`src/rtl/wb_pkg.sv`:
```
// Shared types and load-encoding constants for the writeback stage.
package wb_pkg;

  typedef enum logic [1:0] {
    WB_ALU = 2'd0,
    WB_MEM = 2'd1,
    WB_PC4 = 2'd2,
    WB_IMM = 2'd3
  } wbsel_e;

  typedef enum logic [1:0] {
    S_IDLE,
    S_WAIT_MEM,
    S_WB
  } wb_state_e;

  localparam logic [2:0] F3_LB  = 3'b000;
  localparam logic [2:0] F3_LH  = 3'b001;
  localparam logic [2:0] F3_LW  = 3'b010;
  localparam logic [2:0] F3_LBU = 3'b100;
  localparam logic [2:0] F3_LHU = 3'b101;

endpackage

```
`src/rtl/load_align.sv`:
```
// Combinational load alignment: picks the byte/half/word at the byte offset,
// extends it, and flags misaligned or reserved load encodings.
module load_align
  import wb_pkg::*;
#(
  parameter int DWIDTH = 32
) (
  input  logic [2:0]        funct3,
  input  logic [1:0]        off,
  input  logic [DWIDTH-1:0] rdata,
  output logic [DWIDTH-1:0] data,
  output logic              err
);

  logic [7:0]  byte_v;
  logic [15:0] half_v;

  assign byte_v = rdata[{off, 3'b000} +: 8];
  assign half_v = rdata[{off[1], 4'b0000} +: 16];

  // NOTE: every output gets a default before the case so no latch is inferred.
  always_comb begin
    data = '0;
    err  = 1'b0;
    case (funct3)
      F3_LB:  data = {{(DWIDTH-8){byte_v[7]}}, byte_v};
      F3_LBU: data = {{(DWIDTH-8){1'b0}}, byte_v};
      F3_LH: begin
        data = {{(DWIDTH-16){half_v[15]}}, half_v};
        err  = off[0];
      end
      F3_LHU: begin
        data = {{(DWIDTH-16){1'b0}}, half_v};
        err  = off[0];
      end
      F3_LW: begin
        data = rdata;
        err  = (off != 2'b00);
      end
      default: err = 1'b1;
    endcase
  end

endmodule

```
`src/rtl/writeback_stage.sv`:
```
// Final pipeline stage: retires one instruction per accept into the register file.
// Optional WB_BYPASS_EN adds combinational forwarding copies of the write port.
module writeback_stage
  import wb_pkg::*;
#(
  parameter int DWIDTH = 32,
  parameter int AWIDTH = 32
) (
  input  logic              clk,
  input  logic              rst,
  input  logic              valid_i,
  output logic              ready_o,
  input  logic [4:0]        rd_i,
  input  logic              regwren_i,
  input  logic [1:0]        wbsel_i,
  input  logic [2:0]        funct3_i,
  input  logic [DWIDTH-1:0] alu_res_i,
  input  logic [AWIDTH-1:0] pc_i,
  input  logic [DWIDTH-1:0] imm_i,
  input  logic              mem_rvalid_i,
  input  logic [DWIDTH-1:0] mem_rdata_i,
  output logic [4:0]        rd_o,
  output logic [DWIDTH-1:0] datawb_o,
  output logic              regwren_o,
  output logic              retire_o,
`ifdef WB_BYPASS_EN
  output logic              byp_valid_o,
  output logic [4:0]        byp_rd_o,
  output logic [DWIDTH-1:0] byp_data_o,
`endif
  output logic              err_o
);

  wb_state_e         state, state_nxt;
  wbsel_e            sel;
  logic              accept, wb_load, wb_now;
  logic [4:0]        cap_rd;
  logic              cap_wren;
  logic [2:0]        cap_f3;
  logic [1:0]        cap_off;
  logic [DWIDTH-1:0] ld_data;
  logic              ld_err;
  logic [4:0]        wb_rd;
  logic [DWIDTH-1:0] wb_data;
  logic              wb_wren, wb_err;

  assign sel     = wbsel_e'(wbsel_i);
  assign ready_o = (state != S_WAIT_MEM);
  assign accept  = valid_i && ready_o;
  assign wb_load = (state == S_WAIT_MEM) && mem_rvalid_i;
  assign wb_now  = wb_load || (accept && sel != WB_MEM);

  load_align #(.DWIDTH(DWIDTH)) u_align (
    .funct3 (cap_f3),
    .off    (cap_off),
    .rdata  (mem_rdata_i),
    .data   (ld_data),
    .err    (ld_err)
  );

  // NOTE: sequential state uses non-blocking assignments so all flops update together.
  always_ff @(posedge clk or negedge rst) begin
    if (!rst) state <= S_IDLE;
    else      state <= state_nxt;
  end

  always_comb begin
    state_nxt = state;
    case (state)
      S_WAIT_MEM: if (mem_rvalid_i) state_nxt = S_WB;
      default: begin
        if (accept) state_nxt = (sel == WB_MEM) ? S_WAIT_MEM : S_WB;
        else        state_nxt = S_IDLE;
      end
    endcase
  end

  // Non-loads write straight from the inputs; a completing load uses the captured fields.
  always_comb begin
    wb_rd   = rd_i;
    wb_wren = regwren_i;
    wb_err  = 1'b0;
    case (sel)
      WB_PC4:  wb_data = DWIDTH'(pc_i + AWIDTH'(4));
      WB_IMM:  wb_data = imm_i;
      default: wb_data = alu_res_i;
    endcase
    if (wb_load) begin
      wb_rd   = cap_rd;
      wb_wren = cap_wren;
      wb_err  = ld_err;
      wb_data = ld_data;
    end
  end

  always_ff @(posedge clk or negedge rst) begin
    if (!rst) begin
      cap_rd   <= '0;
      cap_wren <= 1'b0;
      cap_f3   <= '0;
      cap_off  <= '0;
    end else if (accept && sel == WB_MEM) begin
      cap_rd   <= rd_i;
      cap_wren <= regwren_i;
      cap_f3   <= funct3_i;
      cap_off  <= alu_res_i[1:0];
    end
  end

  always_ff @(posedge clk or negedge rst) begin
    if (!rst) begin
      rd_o      <= '0;
      datawb_o  <= '0;
      regwren_o <= 1'b0;
      retire_o  <= 1'b0;
      err_o     <= 1'b0;
    end else begin
      regwren_o <= 1'b0;
      retire_o  <= 1'b0;
      err_o     <= 1'b0;
      if (wb_now) begin
        rd_o      <= wb_rd;
        datawb_o  <= wb_data;
        regwren_o <= wb_wren && (wb_rd != 5'd0) && !wb_err;
        retire_o  <= 1'b1;
        err_o     <= wb_err;
      end
    end
  end

`ifdef WB_BYPASS_EN
  assign byp_valid_o = regwren_o;
  assign byp_rd_o    = rd_o;
  assign byp_data_o  = datawb_o;
`endif

endmodule

```
`config.mk`:
```
export PLATFORM = sky130hd
export DESIGN_NAME = writeback_stage
export DESIGN_NICKNAME = d
export VERILOG_FILES = /design/src/rtl/wb_pkg.sv /design/src/rtl/load_align.sv /design/src/rtl/writeback_stage.sv
export SDC_FILE = /design/constraint.sdc
export NUM_CORES = 1
export LEC_CHECK = 0
export ABC_AREA = 1
export CAP_MARGIN = 20
export CORE_ASPECT_RATIO = 2
export CORE_UTILIZATION = 46
export CTS_CLUSTER_SIZE = 28
export DETAILED_ROUTE_END_ITERATION = 6
export PLACE_DENSITY = 0.83
export SLEW_MARGIN = 15
export SYNTH_ARGS = -nofsm -noshare
export SYNTH_HDL_FRONTEND = slang
export SYNTH_HIERARCHICAL = 1
export SYNTH_SLANG_ARGS = --single-unit
```
`constraint.sdc`:
```
create_clock -name clk -period 2 [get_ports clk]
set_clock_uncertainty 0.2 [all_clocks]
set_input_delay 0.2 -clock clk [delete_from_list [all_inputs] [get_ports clk]]
set_output_delay 0.2 -clock clk [all_outputs]
set_load 0.01 [all_outputs]
```
Word-level counts from Yosys, hierarchy flattened
Cells that the tools add are included.
W data, S select, Z words.
{"block": "totals", "register_bits": 53, "out_inout_bits": 41}
{"block": "classes", "n_addsub": 1, "n_eq_ne": 11, "shifts": 2, "muxes": 14, "n_reduce_logical": 13}
{"op": "$pmux W32 S5", "n": 1}
{"op": "$pmux W32 S2", "n": 1}
{"op": "$add A32 B3 Y32 const B", "n": 1}
{"op": "$mux W32", "n": 1}
{"op": "$shiftx A32 B6 Y16", "n": 1}
{"op": "$shiftx A32 B6 Y8", "n": 1}
{"op": "$mux W2", "n": 4}
{"op": "$eq A3 B3 Y1 const B", "n": 2}
{"op": "$logic_and A1 B1 Y1", "n": 6}
{"op": "$mux W1", "n": 5}
{"op": "$mux W5", "n": 1}
{"op": "$reduce_bool A5 Y1", "n": 1}
{"op": "$eq A2 B1 Y1 const B", "n": 2}
{"op": "$eq A2 B2 Y1 const B", "n": 2}
{"op": "$ne A2 B1 Y1 const B", "n": 2}
{"op": "$reduce_or A2 Y1", "n": 2}
{"op": "$eq A3 B1 Y1 const B", "n": 1}
{"op": "$eq A3 B2 Y1 const B", "n": 1}
{"op": "$logic_not A3 Y1", "n": 1}
{"op": "$pmux W1 S3", "n": 1}
{"op": "$ne A2 B2 Y1 const B", "n": 1}
{"op": "$reduce_bool A2 Y1", "n": 1}
{"op": "$logic_not A1 Y1", "n": 1}
{"op": "$logic_or A1 B1 Y1", "n": 1}

Logic depth before layout (Yosys ltp)
{"block": "depth", "depth_word": 7, "depth_mapped": 12}

By module
The synthesis kept the hierarchy.
{"module": "writeback_stage", "instances": 1, "cells_each": 582, "area_each_um2": 3908.7}
{"module": "load_align", "instances": 1, "cells_each": 213, "area_each_um2": 950.9}

Worst setup path before layout
OpenSTA, ideal clock, no wires.
{"block": "synth_timing", "path_type": "register to register", "start": "reg cap_off[1]", "end": "reg datawb_o[10]", "setup_time_ns": 0.117, "arrival_ns": 1.380, "t_required_ns": 1.683, "setup_slack_ns": 0.303, "stages_incl_launch_ff": 12, "n_path_buf": 2, "path_cell_list": "dfrtp_1 -> buf_6 -> nand2_1 -> nand2_1 -> nand2_1 -> nand2_2 -> nand2_4 -> buf_6 -> nand2_1 -> or2_2 -> nand3_1 -> nand2_1"}
{"block": "synth_via", "elab_chain_cells": 3, "elab_cells_between_ends": 4, "classes_between": "shift: 2; mux: 2"}
{"element": "from (decl)", "line": "writeback_stage.sv:40", "rtl": "logic [1:0] cap_off;"}
{"element": "from (signal assigned)", "line": "writeback_stage.sv:106", "rtl": "cap_off <= alu_res_i[1:0];"}
{"element": "$shiftx A32 B6 Y16 or $shiftx A32 B6 Y8 (tied branches)", "line": "load_align.sv:19, load_align.sv:18"}
{"element": "$pmux W32 S5 *", "line": "load_align.sv:25", "rtl": "case (funct3)"}
{"element": "named net ld_data[10]", "line": "writeback_stage.sv:41", "rtl": "logic [DWIDTH-1:0] ld_data;"}
{"element": "$mux W32 *", "line": "writeback_stage.sv:88", "rtl": "if (wb_load) begin"}
{"element": "to (signal assigned)", "line": "writeback_stage.sv:123", "rtl": "datawb_o <= wb_data;"}
{"element": "to (decl)", "line": "writeback_stage.sv:23", "rtl": "output logic [DWIDTH-1:0] datawb_o,"}
Mark *: on every way through the listed nets, which the timed path passes. The rest lies on a longest branch.
A chain may end at the register's enable or synchronous reset.

Worst setup path in the final report
{"block": "layout_timing", "start": "in pc_i[4]", "end": "reg datawb_o[11]"}
{"block": "layout_via", "elab_chain_cells": 3}
{"element": "from (decl)", "line": "writeback_stage.sv:18", "rtl": "input logic [AWIDTH-1:0] pc_i,"}
{"element": "$add A32 B3 Y32", "line": "writeback_stage.sv:84", "rtl": "WB_PC4: wb_data = DWIDTH'(pc_i + AWIDTH'(4));"}
{"element": "$pmux W32 S2", "line": "writeback_stage.sv:83", "rtl": "case (sel)"}
{"element": "$mux W32", "line": "writeback_stage.sv:88"}
No other way between the ends.

==> flow_summary_export.csv <==
group,metric,value,unit
status,status,"completed",
synthesis,synth-edff-count,0,
cells_and_area,antenna_cells,0,
cells_and_area,layout_commonest_cell,"nand2_1",
place,dp_slack,-0.135,ns
floorplanning,dieArea,0.0110,mm2
cts,cts_max_path_buffers,2,
drt,ant_nets,0,
grt,overflow,0,
drt,avgViaCountPerCell,5.36,
sta,fin_crit,1.89,ns
drt,drc,0,
synthesis,ys_warn_count,6,
sta,rsz0062_at_grt,"no",
sta,finalHoldViolCount,0,
synthesis,ys_seq_area_frac,0.273,
grt,grt_max_degree,39,
power_and_ir_drop,powerDensity,599,mW/mm2
power_and_ir_drop,leakage,0.00374,uW
place,dp_cells,1154,
synthesis,synth_seq_cells,53,
place,dpl.hpwl,16200,um
synthesis,synth_nets,939,
floorplanning,start_util,0.476,
grt,grt_usage,0.373,
floorplanning,ios,184,
synthesis,avgSynthCellArea,6.11,um2
drt,via_count,6241,
sta,fmax,529,MHz
drt,drt-pass1-iter-count,5,
grt,grt_pass1_vias,6043,
cts,cts_made_buffers,5,
worst_setup_path,crit_type,"in2reg",
cts,clk_pin_slew,0.08,ns
cts,h-tree-depth,2,
drt,wire_per_inst,17.2,um
cells_and_area,area_growth,54.1,%
synthesis,async_reset_ff_frac,1.00,
cells_and_area,fin_nets,1172,
synthesis,syn_area,0.00486,mm2
synthesis,synth.distinct_cells,38,
cells_and_area,finish.utilization,0.733,
cts,clock_latency,0.30,ns
flow_run,maxCapViolCount,0,
drt,drt_iter0_markers,468,
cts,clk_root_buffer_cell,"clkbuf_16",
sta,slew_violations,0,
power_and_ir_drop,fin_total_pwr,4480,uW
floorplanning,rows,52,
place,gp_congestion,1.03,
sta,setup_viol,0,
grt,grt_pass1_wl,30200,um
grt,antenna_found_initial,0,
sta,fin_crit_sh,0.945,
sta,worst_pin_slew,0.601,ns
worst_setup_path,cp_max_fo,4,
cells_and_area,final_cell_mix,"nand2_1, clkdlybuf4s50_1, nor2_1, buf_4, inv_1",
hold_path,hold_path_class,"in2async",
sta,layout_setup_ws,0.111,ns
worst_setup_path,worstPathRequired,1.99,ns
place,port_buffers,183,
floorplanning,die_h,147,um
sta,max-slew-margin-rel,0.599,
drt,drt-total-wl,20000,um
worst_setup_path,arrival,1.88,ns
worst_setup_path,endpoint_kind,"flop",
cts,cts_tree,"built",
floorplanning,die_width,74.7,um
cells_and_area,post_route_cells_drive_above_1_share,0.154,
worst_setup_path,startpoint_type,"input port",
cts,numClockSinks,53,
synthesis,synth-main-ff-cell,"dfrtp_1",
synthesis,netlist_instances,795,
cells_and_area,fin_cells,1164,
floorplanning,core_area,0.0102,mm2
power_and_ir_drop,ir_drop,0.000601,V
## kinds of logic (layout without fill, tap and decap cells)
family	after synthesis	count (layout)	share of synthesized area
multiplexers	4	4	0.00927
AND/OR/NAND/NOR	538	538	0.493
adder cells (fa/ha/maj)	1	1	0.00257
flip-flops	53	53	0.273
AO/OA/AOI/OAI	90	90	0.117
buffers and inverters	109	343	0.105
## critical path: stages
cell and delay (ns):
clkdlybuf4s50_1 0.57, nand2_2 0.13, nor2_8 0.19, nand2_4 0.09
nor2_2 0.31, nand2_1 0.08, nand3_1 0.08, nand2_1 0.07
nand3_1 0.10, nand2_1 0.06
## registers in the layout (all words and copies together) (netlist names)
signal / flops
cap_f3: 3
cap_off: 2
cap_wren: 1
state: 2
err_o: 1
rd_o: 5
regwren_o: 1
retire_o: 1
datawb_o: 32
cap_rd: 5
## what timing repair did
action / CTS / global route
setup endpoints to repair: 0 / 7
gates resized for setup: 0 / 4
endpoints found under the hold margin: 21 / 0
buffers inserted: 0 / 1
hold buffers: 1 / 0
## layer usage
metal / track usage / share of wire / vias up
met5: 0 / 0 / -
met4: 0.321 / 0.096 / 0
met3: 0.0624 / 0.057 / 116
met2: 0.635 / 0.51 / 339
met1: 0.374 / 0.34 / 2791
li1: - / - / 2995
## worst paths after layout
| check | startpoint | to | slack (ns) | depth (start not counted) |
|---|---|---|---|---|
| setup / recovery | pc_i[4] | datawb_o[11]$_DFFE_PN0P_ | 0.11 | 10 |
| hold / removal | rst | datawb_o[28]$_DFFE_PN0P_ | 0.24 | 2 |
| setup reg to reg | cap_f3[1]$_DFFE_PN0P_ | datawb_o[15]$_DFFE_PN0P_ | 0.13 | 7 |
| hold reg to reg | datawb_o[21]$_DFFE_PN0P_ | datawb_o[21]$_DFFE_PN0P_ | 0.29 | 2 |
| max in group asynchronous | rst | cap_off[1]$_DFFE_PN0P_ | 0.77 | 3 |
| min in group clk | regwren_i | cap_wren$_DFFE_PN0P_ | 0.28 | 3 |
## cell usage after synthesis (all sizes together), types with 2 or more instances
cell,number,area share
a221oi,17,0.031
nand2,334,0.27
or2,6,0.0077
buf,30,0.044
a21oi,17,0.018
inv,73,0.056
a22o,2,0.0036
o21bai,6,0.0093
o22ai,5,0.0064
clkbuf,5,0.0039
o211ai,4,0.0062
mux2,4,0.0093
nand3,58,0.064
o21ai,34,0.035
a211oi,3,0.0046
nor2,123,0.12
nand4,15,0.021
dfrtp,53,0.27
## stage by stage
step	hold slack, ns	TNS (ns)	instance area (um2)
finish	0.238	0	7490
global route	0.287	0	7490
CTS	0.243	0	7470
detailed placement	0.0255	-1.29	7300
global placement	0.0201	-0.738	7300
floorplan	-0.296	0	4860
## power breakdown
part	total, uW	internal, uW	switching, uW
sequential	1440	1280	159
clock	929	481	448
combinational	2120	1020	1100
## layout make-up
class / count / area (um2)
multi-input combinational: 633 / 3030
fill: 879 / 2730
timing repair buffer: 261 / 2530
sequential: 53 / 1330
inverter: 74 / 278
tap: 135 / 169
clock buffer: 5 / 125
clock inverter: 3 / 28.8
Note: power is estimated with default switching activity, not from simulation.
